--- src/rtl/isa_cycle_sequencer_if.sv ---
// Command and ISA bus bundle for isa_cycle_sequencer.
// The master modport is the sequencer; slave is the register file / bus environment.
interface isa_cycle_sequencer_if;
    localparam int unsigned DW = 16;
    localparam int unsigned AW = 16;

    logic          start;
    logic          cmd_write;
    logic [AW-1:0] cmd_addr;
    logic [DW-1:0] cmd_wdata;
    logic          busy;
    logic          done;
    logic          timeout;
    logic [DW-1:0] rdata;
    logic          rdata_valid;
    logic          ctrl_clear;
    logic [AW-1:0] isa_addr;
    logic [DW-1:0] isa_data_out;
    logic          isa_data_oe;
    logic [DW-1:0] isa_data_in;
    logic          isa_ior_n;
    logic          isa_iow_n;
    logic          isa_iochrdy;

    modport master (
        input  start, cmd_write, cmd_addr, cmd_wdata, isa_data_in, isa_iochrdy,
        output busy, done, timeout, rdata, rdata_valid, ctrl_clear,
               isa_addr, isa_data_out, isa_data_oe, isa_ior_n, isa_iow_n
    );

    modport slave (
        output start, cmd_write, cmd_addr, cmd_wdata, isa_data_in, isa_iochrdy,
        input  busy, done, timeout, rdata, rdata_valid, ctrl_clear,
               isa_addr, isa_data_out, isa_data_oe, isa_ior_n, isa_iow_n
    );
endinterface

--- src/rtl/isa_cycle_sequencer.sv ---
// Single-command ISA I/O cycle engine: IDLE -> SETUP -> STROBE -> WAIT_RDY -> HOLD -> DONE.
// Define ISA_TIMEOUT_EN to bound WAIT_RDY at TIMEOUT_CYCLES clocks and report an aborted cycle.
module isa_cycle_sequencer #(
    parameter int unsigned SETUP_CYCLES   = 4,
    parameter int unsigned STROBE_CYCLES  = 16,
    parameter int unsigned HOLD_CYCLES    = 4,
    parameter int unsigned TIMEOUT_CYCLES = 1024
) (
    input  logic                  clk,
    input  logic                  reset,
    isa_cycle_sequencer_if.master bus
);
    localparam int unsigned CNT_W = 8;
    localparam int unsigned DW    = 16;
    localparam int unsigned AW    = 16;

    if (SETUP_CYCLES < 1 || SETUP_CYCLES > 255) begin : g_bad_setup
        $error("SETUP_CYCLES must be in 1..255");
    end
    if (STROBE_CYCLES < 1 || STROBE_CYCLES > 255) begin : g_bad_strobe
        $error("STROBE_CYCLES must be in 1..255");
    end
    if (HOLD_CYCLES < 1 || HOLD_CYCLES > 255) begin : g_bad_hold
        $error("HOLD_CYCLES must be in 1..255");
    end
    if (TIMEOUT_CYCLES < 1 || TIMEOUT_CYCLES > 65535) begin : g_bad_timeout
        $error("TIMEOUT_CYCLES must be in 1..65535");
    end

    typedef enum logic [2:0] {
        ST_IDLE,
        ST_SETUP,
        ST_STROBE,
        ST_WAIT_RDY,
        ST_HOLD,
        ST_DONE
    } state_e;

    state_e           state_q;
    logic [CNT_W-1:0] cnt_q;
    logic             write_q;
    logic             sync1_q;
    logic             sync2_q;
    logic             busy_q;
    logic             done_q;
    logic             ctrl_clear_q;
    logic             rdata_valid_q;
    logic [DW-1:0]    rdata_q;
    logic [AW-1:0]    addr_q;
    logic [DW-1:0]    dout_q;
    logic             oe_q;
    logic             ior_n_q;
    logic             iow_n_q;
    logic             to_hit_c;
    logic             aborted_c;

    // IOCHRDY is asynchronous to clk; only sync2_q may be used by the FSM.
    always_ff @(posedge clk) begin
        if (reset) begin
            sync1_q <= 1'b1;
            sync2_q <= 1'b1;
        end else begin
            sync1_q <= bus.isa_iochrdy;
            sync2_q <= sync1_q;
        end
    end

`ifdef ISA_TIMEOUT_EN
    localparam int unsigned TO_W = 16;

    logic [TO_W-1:0] wait_cnt_q;
    logic            aborted_q;
    logic            timeout_q;

    assign to_hit_c  = (wait_cnt_q == TO_W'(TIMEOUT_CYCLES - 1));
    assign aborted_c = aborted_q;

    // WAIT_RDY residency counter; aborted_q remembers a timed-out cycle until the next accept.
    always_ff @(posedge clk) begin
        if (reset) begin
            wait_cnt_q <= '0;
            aborted_q  <= 1'b0;
            timeout_q  <= 1'b0;
        end else begin
            timeout_q <= 1'b0;
            if (state_q == ST_WAIT_RDY) begin
                wait_cnt_q <= wait_cnt_q + TO_W'(1);
            end else begin
                wait_cnt_q <= '0;
            end
            if (state_q == ST_IDLE && bus.start) begin
                aborted_q <= 1'b0;
            end else if (state_q == ST_WAIT_RDY && !sync2_q && to_hit_c) begin
                aborted_q <= 1'b1;
            end
            if (state_q == ST_HOLD && cnt_q == '0) begin
                timeout_q <= aborted_q;
            end
        end
    end

    assign bus.timeout = timeout_q;
`else
    assign to_hit_c    = 1'b0;
    assign aborted_c   = 1'b0;
    assign bus.timeout = 1'b0;
`endif

    // Main sequencer: state, phase counter and all registered bus/status outputs.
    always_ff @(posedge clk) begin
        if (reset) begin
            state_q       <= ST_IDLE;
            cnt_q         <= '0;
            write_q       <= 1'b0;
            busy_q        <= 1'b0;
            done_q        <= 1'b0;
            ctrl_clear_q  <= 1'b0;
            rdata_valid_q <= 1'b0;
            rdata_q       <= '0;
            addr_q        <= '0;
            dout_q        <= '0;
            oe_q          <= 1'b0;
            ior_n_q       <= 1'b1;
            iow_n_q       <= 1'b1;
        end else begin
            done_q       <= 1'b0;
            ctrl_clear_q <= 1'b0;
            unique case (state_q)
                ST_IDLE: begin
                    if (bus.start) begin
                        state_q       <= ST_SETUP;
                        cnt_q         <= CNT_W'(SETUP_CYCLES - 1);
                        write_q       <= bus.cmd_write;
                        addr_q        <= bus.cmd_addr;
                        oe_q          <= bus.cmd_write;
                        busy_q        <= 1'b1;
                        rdata_valid_q <= 1'b0;
                        if (bus.cmd_write) begin
                            dout_q <= bus.cmd_wdata;
                        end
                    end
                end
                ST_SETUP: begin
                    if (cnt_q == '0) begin
                        state_q <= ST_STROBE;
                        cnt_q   <= CNT_W'(STROBE_CYCLES - 1);
                        ior_n_q <= write_q;
                        iow_n_q <= !write_q;
                    end else begin
                        cnt_q <= cnt_q - CNT_W'(1);
                    end
                end
                ST_STROBE: begin
                    if (cnt_q == '0) begin
                        state_q <= ST_WAIT_RDY;
                    end else begin
                        cnt_q <= cnt_q - CNT_W'(1);
                    end
                end
                ST_WAIT_RDY: begin
                    // Ready wins over a coincident timeout so real data is never discarded.
                    if (sync2_q || to_hit_c) begin
                        state_q <= ST_HOLD;
                        cnt_q   <= CNT_W'(HOLD_CYCLES - 1);
                        ior_n_q <= 1'b1;
                        iow_n_q <= 1'b1;
                        if (sync2_q && !write_q) begin
                            rdata_q <= bus.isa_data_in;
                        end
                    end
                end
                ST_HOLD: begin
                    if (cnt_q == '0) begin
                        state_q       <= ST_DONE;
                        done_q        <= 1'b1;
                        ctrl_clear_q  <= 1'b1;
                        oe_q          <= 1'b0;
                        rdata_valid_q <= !write_q && !aborted_c;
                    end else begin
                        cnt_q <= cnt_q - CNT_W'(1);
                    end
                end
                ST_DONE: begin
                    state_q <= ST_IDLE;
                    busy_q  <= 1'b0;
                end
                default: begin
                    state_q <= ST_IDLE;
                    busy_q  <= 1'b0;
                    oe_q    <= 1'b0;
                    ior_n_q <= 1'b1;
                    iow_n_q <= 1'b1;
                end
            endcase
        end
    end

    assign bus.busy         = busy_q;
    assign bus.done         = done_q;
    assign bus.ctrl_clear   = ctrl_clear_q;
    assign bus.rdata        = rdata_q;
    assign bus.rdata_valid  = rdata_valid_q;
    assign bus.isa_addr     = addr_q;
    assign bus.isa_data_out = dout_q;
    assign bus.isa_data_oe  = oe_q;
    assign bus.isa_ior_n    = ior_n_q;
    assign bus.isa_iow_n    = iow_n_q;
endmodule

--- src/flat_wrapper.sv ---
// flat-port wrapper written by rule: the top's interface ports become plain ports
module isa_cycle_sequencer_flat 
#(
    parameter int unsigned SETUP_CYCLES   = 4,
    parameter int unsigned STROBE_CYCLES  = 16,
    parameter int unsigned HOLD_CYCLES    = 4,
    parameter int unsigned TIMEOUT_CYCLES = 1024
)
  (clk, reset, bus_start, bus_cmd_write, bus_cmd_addr, bus_cmd_wdata, bus_isa_data_in, bus_isa_iochrdy, bus_busy, bus_done, bus_timeout, bus_rdata, bus_rdata_valid, bus_ctrl_clear, bus_isa_addr, bus_isa_data_out, bus_isa_data_oe, bus_isa_ior_n, bus_isa_iow_n);
  isa_cycle_sequencer_if bus_i ();
  input  logic clk;
  input  logic reset;
  input wire logic [$bits(bus_i.start)-1:0] bus_start;
  input wire logic [$bits(bus_i.cmd_write)-1:0] bus_cmd_write;
  input wire logic [$bits(bus_i.cmd_addr)-1:0] bus_cmd_addr;
  input wire logic [$bits(bus_i.cmd_wdata)-1:0] bus_cmd_wdata;
  input wire logic [$bits(bus_i.isa_data_in)-1:0] bus_isa_data_in;
  input wire logic [$bits(bus_i.isa_iochrdy)-1:0] bus_isa_iochrdy;
  output wire logic [$bits(bus_i.busy)-1:0] bus_busy;
  output wire logic [$bits(bus_i.done)-1:0] bus_done;
  output wire logic [$bits(bus_i.timeout)-1:0] bus_timeout;
  output wire logic [$bits(bus_i.rdata)-1:0] bus_rdata;
  output wire logic [$bits(bus_i.rdata_valid)-1:0] bus_rdata_valid;
  output wire logic [$bits(bus_i.ctrl_clear)-1:0] bus_ctrl_clear;
  output wire logic [$bits(bus_i.isa_addr)-1:0] bus_isa_addr;
  output wire logic [$bits(bus_i.isa_data_out)-1:0] bus_isa_data_out;
  output wire logic [$bits(bus_i.isa_data_oe)-1:0] bus_isa_data_oe;
  output wire logic [$bits(bus_i.isa_ior_n)-1:0] bus_isa_ior_n;
  output wire logic [$bits(bus_i.isa_iow_n)-1:0] bus_isa_iow_n;
  assign bus_i.start = bus_start;
  assign bus_i.cmd_write = bus_cmd_write;
  assign bus_i.cmd_addr = bus_cmd_addr;
  assign bus_i.cmd_wdata = bus_cmd_wdata;
  assign bus_i.isa_data_in = bus_isa_data_in;
  assign bus_i.isa_iochrdy = bus_isa_iochrdy;
  assign bus_busy = bus_i.busy;
  assign bus_done = bus_i.done;
  assign bus_timeout = bus_i.timeout;
  assign bus_rdata = bus_i.rdata;
  assign bus_rdata_valid = bus_i.rdata_valid;
  assign bus_ctrl_clear = bus_i.ctrl_clear;
  assign bus_isa_addr = bus_i.isa_addr;
  assign bus_isa_data_out = bus_i.isa_data_out;
  assign bus_isa_data_oe = bus_i.isa_data_oe;
  assign bus_isa_ior_n = bus_i.isa_ior_n;
  assign bus_isa_iow_n = bus_i.isa_iow_n;
  isa_cycle_sequencer #(.SETUP_CYCLES(SETUP_CYCLES), .STROBE_CYCLES(STROBE_CYCLES), .HOLD_CYCLES(HOLD_CYCLES), .TIMEOUT_CYCLES(TIMEOUT_CYCLES)) u_core (.clk(clk), .reset(reset), .bus(bus_i));
endmodule
--- config.mk ---
export PLATFORM = sky130hd
export DESIGN_NAME = isa_cycle_sequencer_flat
export DESIGN_NICKNAME = d
export VERILOG_FILES = /design/src/rtl/isa_cycle_sequencer_if.sv /design/src/rtl/isa_cycle_sequencer.sv /design/src/flat_wrapper.sv
export SDC_FILE = /design/constraint.sdc
export NUM_CORES = 1
export LEC_CHECK = 0
export ABC_AREA = 0
export ABC_CLOCK_PERIOD_IN_PS = 2000
export CAP_MARGIN = 40
export CORE_UTILIZATION = 34
export CTS_CLUSTER_SIZE = 25
export DETAILED_ROUTE_END_ITERATION = 10
export GPL_ROUTABILITY_DRIVEN = 0
export PLACE_DENSITY = 0.75
export SLEW_MARGIN = 20
export SYNTH_ARGS = -nofsm -noshare
export SYNTH_HDL_FRONTEND = slang
export SYNTH_SLANG_ARGS = --single-unit
--- constraint.sdc ---
create_clock -name clk -period 2 [get_ports clk]
set_input_delay 0.4 -clock clk [delete_from_list [all_inputs] [get_ports clk]]
set_output_delay 0.4 -clock clk [all_outputs]
set_load 0.005 [all_outputs]
==> run_results.csv <==
group,metric,value,unit
status,status,"finished clean",
finish,area.growth.synth_to_final,59.2,%
place,dp.cells,554,
cts,clkTransAtPathRegs,80,ps
critical_path,cp.depth,6,
power_and_ir_drop,p_int,3000,uW
yosys,synth_top_area_frac,0.495,
power_and_ir_drop,vdd_drop_max,0.387,mV
timing,clock_skew,8.71,ps
timing,fin_crit,1950,ps
yosys,netlist-cell-type-count,43,
global_routing,grt.total_usage,0.192,
global_routing,antenna_found_initial,0,
finish,layout.cells.non_filler,571,
yosys,ys_top_cells_by_count,"nand2_1, dfxtp_1, a21oi_1",
finish,num-fill-cells,710,
critical_path,slowest_stage,"or4_4",
yosys,synthFlopType,"dfxtp_1",
route,routed-via-count,2803,
yosys,synth_xor_area_frac,0.00638,
yosys,syn-num-nets,398,
route,post_drt_wl_per_cell,13.5,um
yosys,synth_mux_area_frac,0.0150,
critical_path,required,2250,ps
cts,clock_path_buffers,2,
yosys,synth-seq-area-share,0.495,
global_routing,grt-ovfl-total,0,
floorplan,die-area,0.00844,mm^2
cts,cts_buffers,9,
critical_path,path_cells,"inv_2 > ha_2 > or3b_4 > or4_4 > a22o_1 > a221oi_2",
yosys,synthArstFlopShare,0,
route,drc,0,
power_and_ir_drop,pwr-share-seq,0.376,
timing,setup_viol_count_final,0,
timing,fin_tns_setup,0,ps
critical_path,r2r_cells,6,
critical_path,r2r-end,"u_core.cnt_q[3]",
worst_hold_path,min_path_type,"register to register",
timing,finalHoldViolCount,0,
critical_path,critPathTopFamily,"simple AND/OR/NAND/NOR gates",
power_and_ir_drop,leakagePower,0.00162,uW
power_and_ir_drop,clkPwrFrac,0.322,
yosys,synth_edf_count,0,
yosys,netlist_instances,344,
yosys,synth_area_leaders,"dfxtp_1, nand2_1, a21oi_1",
power_and_ir_drop,finalPower,4230,uW
route,totalWireLength,7730,um
timing,slew_headroom,0.635,
timing,worst_hold_slack,431,ps
cts,ctsHoldBuffers,0,
critical_path,critical_path.endpoint,"u_core.cnt_q[3]",
yosys,yosysTopAreaCell,"dfxtp_1",
yosys,yosysMostFrequentCell,"nand2_1",
yosys,synth_seq_cells,68,
timing,min_period_over_period,0.976,
floorplan,die_x,91.9,um
yosys,ys_warn_count,0,
global_routing,grt_pass1_wl,12900,um
floorplan,io_pins,109,
yosys,synth_compound_area_frac,0.201,
route,ant_nets,0,
finish,fin_util,0.563,
floorplan,die_h,91.9,um
finish,nets,519,
place,port_buffers,107,
cts,clock_sinks,68,
power_and_ir_drop,power.density,967,mW/mm^2
cts,cts_tree,"done",
worst_hold_path,min_path_cells,1,
yosys,synth_top_family_by_area,"simple AND/OR/NAND/NOR gates",
timing,slew_viol_final,0,
critical_path,cpPeakStageDelay,530,ps
timing,fmax,0.512,GHz
critical_path,setup.worst_path.end_class,"register",
power_and_ir_drop,swShare,0.291,
critical_path,startpoint,"u_core.cnt_q[1]",
route,viasPerCell,4.91,
critical_path,regToRegSetupSlack,50,ps
global_routing,grt_max_degree,26,
finish,drive_gt1_frac,0.132,
yosys,syn-cell-area,0.00275,mm^2
place,hpwl,5520,um
critical_path,worstSetupPathType,"register to register",
critical_path,reg2reg_from,"u_core.cnt_q[1]",
route,first_iter_violations,175,
yosys,synthSimpleGateAreaFrac,0.222,
critical_path,start_kind,"register",
yosys,avgSynthCellArea,7.99,um^2
cts,clock_latency,340,ps
global_routing,grt_pass1_vias,2703,
cts,htreeDepth,3,
floorplan,core,0.00777,mm^2
cts,root_buffer,"clkbuf_8",
timing,worst_pin_slew,547,ps
route,drt_pass1_iterations,4,
floorplan,rows,32,
run,max_cap_viol_count,0,
critical_path,path_max_fanout,5,
power_and_ir_drop,p_comb_frac,0.302,
yosys,synth-adder-area-share,0.00455,
critical_path,critPathBufInv,1,
power_and_ir_drop,power.switching,1230,uW
critical_path,cp.arrival,2210,ps
floorplan,initial_core_util,0.354,
finish,num_antenna_cells,0,
==> cell families after synthesis <==
group	after synthesis
AOI/OAI and AO/OA	93
xor gates and xnor gates	2
adders and majority gates	1
buffers and inverters	36
DFF	68
muxes	4
other	1
and+or+nand+nor	139
==> registers in the layout, indices dropped and copies added, names as in the netlist <==
signal / count
u_core.bus.isa_addr: 16
u_core.bus.isa_data_out: 16
u_core.bus.rdata: 16
u_core.cnt_q: 8
u_core.state_q: 3
u_core.bus.busy: 1
u_core.bus.done: 1
u_core.bus.isa_data_oe: 1
u_core.bus.isa_ior_n: 1
u_core.bus.isa_iow_n: 1
u_core.bus.rdata_valid: 1
u_core.sync1_q: 1
u_core.sync2_q: 1
u_core.write_q: 1
==> power groups by stage <==
stage	combinational [uW]	sequential, uW	clock, uW
6_report	1280	1590	1360
5_1_grt	1400	1610	1450
4_1_cts	1220	1590	1390
3_5_place_dp	1210	1620	0
3_3_place_gp	1180	1610	0
2_1_floorplan	603	1590	0
==> cell type report <==
| class | instances | area [um^2] | area share |
|---|---|---|---|
| clock buffers | 9 | 124 | 0.0283 |
| clock inverters | 6 | 114 | 0.0260 |
| inverters | 9 | 33.8 | 0.00772 |
| multi-input cells | 240 | 1280 | 0.292 |
| flip-flops and latches | 68 | 1360 | 0.312 |
| well taps | 102 | 128 | 0.0292 |
| repair buffers | 137 | 1330 | 0.305 |
==> worst min path at each step <==
stage / start / to / slack (ps)
floorplan: u_core.sync1_q / u_core.sync2_q / 390
global placement: u_core.sync1_q / u_core.sync2_q / 400
detailed placement: u_core.sync1_q / u_core.sync2_q / 410
CTS: u_core.sync1_q / u_core.sync2_q / 430
global route: u_core.sync1_q / u_core.sync2_q / 450
finish: u_core.sync1_q / u_core.sync2_q / 430
==> through the flow <==
step           instance area, um^2  worst slack (ps)
6_report                      4370              47.7
4_1_cts                       4330              1.83
3_3_place_gp                  4090              64.7
2_1_floorplan                 2750             -37.3
3_5_place_dp                  4090             0.598
5_1_grt                       4370             -64.8
==> metal layers <==
metal  part of all wire  vias to the layer above  global-route usage
met2               0.47                       94               0.308
li1                   -                     1404                   -
met5                  0                        -                   0
met4              0.028                        0              0.0977
met3              0.063                       17              0.0481
met1               0.44                     1288               0.239
==> cell usage in the layout (no fill, tap or decap), types with 2 or more instances in the layout <==
cell type        Yosys  routed
or2_2                2       2
nand2b_1             4       4
inv_1                9       7
nand3_1              2       2
bufinv_16            0       3
nor4_1               2       2
buf_4                2      26
a31oi_1              2       2
or4_4                0       2
dfxtp_2              0       2
a211o_1              2       2
nor2b_1              2       2
a41oi_1              2       2
buf_12               0       3
nand2_1            104     103
o31ai_1              2       2
clkbuf_8             0       9
mux2i_1              3       3
clkdlybuf4s50_1      0     106
nor2_1               4       4
dfxtp_1             68      66
inv_2                0       2
nor3_1               4       3
o21ai_0              9       8
a21oi_1             57      57
clkinvlp_4           0       2
and2_0               2       2
o211ai_1            10      10
nand4_1              2       2
or3_1                4       4
==> timing repair <==
item	CTS	global route
gates resized for setup	1	13
setup buffers	0	2
pin swaps	0	3
setup endpoints to repair	1	5
No activity file was read; power rests on OpenSTA's default activity.
